--- src/rtl/std_div_pkg.sv ---
// Shared types and helpers for the iterative restoring divider.
package std_div_pkg;

  typedef enum logic [1:0] {
    IDLE = 2'd0,
    RUN  = 2'd1,
    DONE = 2'd2
  } div_state_e;

  // Counter must be able to hold the value WIDTH itself.
  function automatic int cnt_width(input int width);
    return $clog2(width + 1);
  endfunction

endpackage

--- src/rtl/std_div_pipe.sv ---
// Multi-cycle restoring divider: one shift-subtract step per clock, WIDTH steps
// per operation, optional two's-complement sign handling around the iteration.
module std_div_pipe
  import std_div_pkg::*;
#(
  parameter int WIDTH  = 32,
  parameter int SIGNED = 0
) (
  input  logic             clk,
  input  logic             reset,
  input  logic             go,
  input  logic [WIDTH-1:0] left,
  input  logic [WIDTH-1:0] right,
  output logic [WIDTH-1:0] out_quotient,
  output logic [WIDTH-1:0] out_remainder,
  output logic             done
);

  localparam int             CW   = cnt_width(WIDTH);
  localparam logic [CW-1:0]  LAST = CW'(WIDTH - 1);

  if (WIDTH < 2) begin : g_width_check
    $error("std_div_pipe: WIDTH must be at least 2");
  end

  div_state_e       state_r, state_next;
  logic [CW-1:0]    cnt_r;
  logic [WIDTH-1:0] rem_r, quo_r, div_r, left_r;
  logic             neg_q_r, neg_r_r, div_zero_r;

  logic [WIDTH-1:0] left_mag, right_mag;
  logic             neg_q_in, neg_r_in;
  logic [WIDTH:0]   trial;
  logic             fits;
  logic [WIDTH-1:0] rem_step, quo_step, q_fin, r_fin;

  if (SIGNED != 0) begin : g_sign_in
    assign left_mag  = left[WIDTH-1]  ? (~left)  + WIDTH'(1) : left;
    assign right_mag = right[WIDTH-1] ? (~right) + WIDTH'(1) : right;
    assign neg_q_in  = left[WIDTH-1] ^ right[WIDTH-1];
    assign neg_r_in  = left[WIDTH-1];
  end else begin : g_unsigned_in
    assign left_mag  = left;
    assign right_mag = right;
    assign neg_q_in  = 1'b0;
    assign neg_r_in  = 1'b0;
  end

  // Remainder stays below the divisor, so the low WIDTH bits of the
  // difference are exact even though the trial value is WIDTH+1 bits wide.
  assign trial    = {rem_r, quo_r[WIDTH-1]};
  assign fits     = (trial >= {1'b0, div_r});
  assign rem_step = trial[WIDTH-1:0] - (fits ? div_r : {WIDTH{1'b0}});
  assign quo_step = {quo_r[WIDTH-2:0], fits};

  if (SIGNED != 0) begin : g_sign_out
    assign q_fin = neg_q_r ? (~quo_step) + WIDTH'(1) : quo_step;
    assign r_fin = neg_r_r ? (~rem_step) + WIDTH'(1) : rem_step;
  end else begin : g_unsigned_out
    assign q_fin = quo_step;
    assign r_fin = rem_step;
  end

  always_comb begin
    state_next = state_r;
    case (state_r)
      IDLE: begin
        if (go) state_next = RUN;
        else    state_next = IDLE;
      end
      RUN: begin
        if (cnt_r == LAST) state_next = DONE;
        else               state_next = RUN;
      end
      DONE:    state_next = IDLE;
      default: state_next = IDLE;
    endcase
  end

  always_ff @(posedge clk) begin
    if (reset) begin
      state_r       <= IDLE;
      cnt_r         <= {CW{1'b0}};
      rem_r         <= {WIDTH{1'b0}};
      quo_r         <= {WIDTH{1'b0}};
      div_r         <= {WIDTH{1'b0}};
      left_r        <= {WIDTH{1'b0}};
      neg_q_r       <= 1'b0;
      neg_r_r       <= 1'b0;
      div_zero_r    <= 1'b0;
      out_quotient  <= {WIDTH{1'b0}};
      out_remainder <= {WIDTH{1'b0}};
      done          <= 1'b0;
    end else begin
      state_r <= state_next;
      done    <= 1'b0;
      case (state_r)
        IDLE: begin
          if (go) begin
            cnt_r      <= {CW{1'b0}};
            rem_r      <= {WIDTH{1'b0}};
            quo_r      <= left_mag;
            div_r      <= right_mag;
            left_r     <= left;
            neg_q_r    <= neg_q_in;
            neg_r_r    <= neg_r_in;
            div_zero_r <= (right == {WIDTH{1'b0}});
          end
        end
        RUN: begin
          rem_r <= rem_step;
          quo_r <= quo_step;
          cnt_r <= cnt_r + CW'(1);
          if (cnt_r == LAST) begin
            // Divide-by-zero results are fixed regardless of operand signs.
            out_quotient  <= div_zero_r ? {WIDTH{1'b1}} : q_fin;
            out_remainder <= div_zero_r ? left_r : r_fin;
            done          <= 1'b1;
          end
        end
        default: begin
        end
      endcase
    end
  end

endmodule

--- config.mk ---
export PLATFORM = sky130hd
export DESIGN_NAME = std_div_pipe
export DESIGN_NICKNAME = d
export VERILOG_FILES = /design/src/rtl/std_div_pkg.sv /design/src/rtl/std_div_pipe.sv
export SDC_FILE = /design/constraint.sdc
export NUM_CORES = 1
export LEC_CHECK = 0
export BUFFER_PORTS_ARGS = -buffer_cell sky130_fd_sc_hd__buf_2
export CORE_MARGIN = 2
export CORE_UTILIZATION = 58
export DETAILED_ROUTE_END_ITERATION = 6
export PLACE_DENSITY = 0.78
export REMOVE_ABC_BUFFERS = 1
export SLEW_MARGIN = 10
export SYNTH_ARGS = -nofsm -noshare
export SYNTH_HDL_FRONTEND = slang
export SYNTH_SLANG_ARGS = --single-unit
--- constraint.sdc ---
create_clock -name clk -period 5.4 [get_ports clk]
set_input_delay 0.54 -clock clk [delete_from_list [all_inputs] [get_ports clk]]
set_output_delay 0.54 -clock clk [all_outputs]
set_load 0.02 [all_outputs]
==> results.md <==
* Non-Filler Instances at 1,623
* Final setup vio count at 0
* Slew Limit Fails at 0
* Synthesis warning total at 0
* Port buffer count at 131
* Combinational share of power at 0.524
* Fin crit share at 0.918
* Power Dens Cells at 571 nW/um^2
* Initial Util at 0.597
* Ys flop type: dfxtp_1
* Pint at 0.00387 W
* Outcome: completed
* Fmax at 202 MHz
* WS Path Type: flip-flop to flip-flop
* Critical Path RT at 5840 ps
* Slew margin rel. at 0.282
* GPL Wtd Cong at 0.943
* Startpoint types: flip-flop
* Cell Count Post-Placement at 1,587
* Ordered list of cells on the worst path: inv_1 > ha_1 > nand4_1 > nor4_1 > nor3_1 > o31ai_1 > nor3_1 > o21ai_2 > and2_1 > ha_1 > inv_1 > fa_1 > a21oi_1 > o211ai_1 > a32oi_1 > o21ai_2 > a311o_1 > a41o_1 > or4_4 > a41oi_2
* Sequential cell area fraction in the yosys report at 0.390
* CTS tree: built
* Netlist cell types at 67
* WL/cell at 17.4 microns
* Setup repair after global routing missed its margin: no
* Worst slew pin tran at 1080 ps
* Resize count post-CTS at 0
* Gr usage total at 0.292
* Maxcap violations at 0
* Vert. Die Dim at 138 microns
* Row count at 48
* Post-synth ARST share at 0
* Count leader, synth: nand2_1
* Min-Delay Path Class: input port to flip-flop
* Sequential cell area at 4050 sq um
* CTS Hold Bufs at 0
* Largest net degree at the start of global routing at 79
* Pre-CTS setup slack at 194 ps
* Layout area overhead at 13.7%
* Final HPWL DP at 19,300 microns
* Ant diodes at 0
* Nets@finish at 1,519
* Initial antenna violation count at 1
* Delay-heaviest family, CP: compound AO/OA/AOI/OAI gates
* Clk buf depth at 3
* First-pass GRT wire length at 44,400 microns
* Clock Latency Late Sink at 520 ps
* Reg power frac at 0.261
* Post-synth EDFFs at 0
* Worst Clk Skew at 20.2 ps
* Yosys top cell area share at 0.390
* Final WL at 28,300 microns
* Final Hold Viols at 0
* # clock sinks at 202
* Final ANT Viol Nets at 0
* Vias in the first global route at 8,817
* Commonest cells in the netlist: 208 x nand2_1, 202 x dfxtp_1, 151 x a21oi_1
* Remaining DRCs at 0
* Tmin final at 4960 ps
* Leading area contributor after synthesis: dfxtp_1
* Pre-antenna DRT Iters at 5
* Layout cells sized above 1 at 0.167
* # fillers at 1,496
* Die width at 138 microns
* GRT overflow at 0
* Number of DRC markers in iteration 0 at 767
* Vias per cell at 5.88
* Buf+Inv Stages, Crit Path at 2
* Clk root buf: clkbuf_16
* CP Capture Type: flip-flop
* Sw Ratio at 0.424
* Leakage at 4.89 nW
* Post-CTS Setup Bufs at 0
* Setup ws final at 442 ps
* Post-synthesis register bit count at 202
* H-tree lvl count at 1
* Multi-input logic area at 5820 sq um
* Syn Area/Cell at 7.95 sq um
* Die area at 18,900 sq um
* Total number of vias at 9,551
* Worst path max stage delay at 490 ps
* Core area at 17,400 sq um
* Worst vdd ir at 327 uV
* Slowest CP cell: or4_4
* Sw power at 0.00285 W
* Area contributors post-synth: dfxtp_1 39%, ha_1 7.9%, nand2_1 7.5%
* CTS clk-pin slew, worst paths at 60 ps
* # IOs at 132
* Synth Instances at 1,302
* CP arrival at 5390 ps
* CTS buffer count at 22
* Worst-path fanout max at 5
* Post-synthesis cell area at 10,400 sq um
* Clock network fraction of design power at 0.215
[stage by stage]
| stage | TNS, ps | area [sq um] | hold WS [ps] | total power, W | util |
|---|---|---|---|---|---|
| 2_1_floorplan | -730 | 9970 | 425 | 0.00430 | - |
| 3_3_place_gp | 0 | 11100 | 438 | 0.00519 | 0.637 |
| 3_5_place_dp | 0 | 11100 | 442 | 0.00519 | 0.637 |
| 4_1_cts | 0 | 11800 | 259 | 0.00667 | 0.677 |
| 5_1_grt | 0 | 11800 | 264 | 0.00718 | 0.678 |
| 6_report | 0 | 11800 | 267 | 0.00673 | 0.678 |
[per-layer routing]
metal / global-route usage / vias to the layer above / wire [microns]
met5: 0 / - / 0
met4: 0.0653 / 0 / 473
met3: 0.0397 / 34 / 1890
met2: 0.461 / 326 / 12600
met1: 0.425 / 4460 / 13400
li1: - / 4731 / -
[registers in the layout (all words and copies together), names as in the netlist]
register       flops
out_remainder     32
out_quotient      32
left_r            32
cnt_r              6
done               1
state_r            2
quo_r             32
div_zero_r         1
rem_r             32
div_r             32
[kinds of logic after synthesis]
kind of cell	count (synthesis)	synth area share
AO/OA/AOI/OAI	330	0.209
XOR/XNOR	24	0.0203
adder cells (fa/ha/maj)	66	0.0805
buffers and inverters	127	0.0515
flip-flops	202	0.390
multiplexers	21	0.0204
AND/OR/NAND/NOR	532	0.228
[path summary, 6_finish.rpt]
check                  from                 to  slack (ps)  cells after the start
setup / recovery  div_r[11]  out_remainder[30]         440                     20
setup reg to reg  div_r[11]  out_remainder[30]         440                     20
hold / removal     left[14]         left_r[14]         270                      3
hold reg to reg   left_r[6]          left_r[6]         460                      2
[power by group through the flow]
| stage | registers (W) | logic [W] | clock network [W] |
|---|---|---|---|
| 3_5_place_dp | 0.00178 | 0.00341 | 0 |
| 3_3_place_gp | 0.00177 | 0.00341 | 0 |
| 4_1_cts | 0.00175 | 0.00345 | 0.00146 |
| 2_1_floorplan | 0.00173 | 0.00257 | 0 |
| 6_report | 0.00176 | 0.00353 | 0.00144 |
| 5_1_grt | 0.00176 | 0.00390 | 0.00151 |
[placed cells by master, fill, tap and decap left out, types with 9 or more instances in the layout]
master,count
nand2_1,207
dfxtp_1,200
a21oi_1,151
nor2_1,140
buf_2,130
nor3_1,72
ha_1,65
inv_1,39
o21ai_0,38
nor2b_1,33
o221a_2,31
a211oi_1,22
a22oi_1,22
clkbuf_16,22
nand3_1,20
mux2i_1,20
buf_4,18
nand2b_1,14
xnor2_1,13
nand4_1,12
xor2_1,11
nor4_1,9
[final cells by class]
class / instances / area share
multi-input cells: 973 / 0.494
well taps: 225 / 0.0239
clock inverters: 6 / 0.00489
clock buffers: 30 / 0.0544
repair buffers: 148 / 0.0667
inverters: 39 / 0.0124
flip-flops and latches: 202 / 0.344
[tightest hold or removal path, stage by stage]
cell     delay [ps]
buf_2           100
nand2_1          50
a21oi_1          50
No activity file was read; power rests on OpenSTA's default activity.
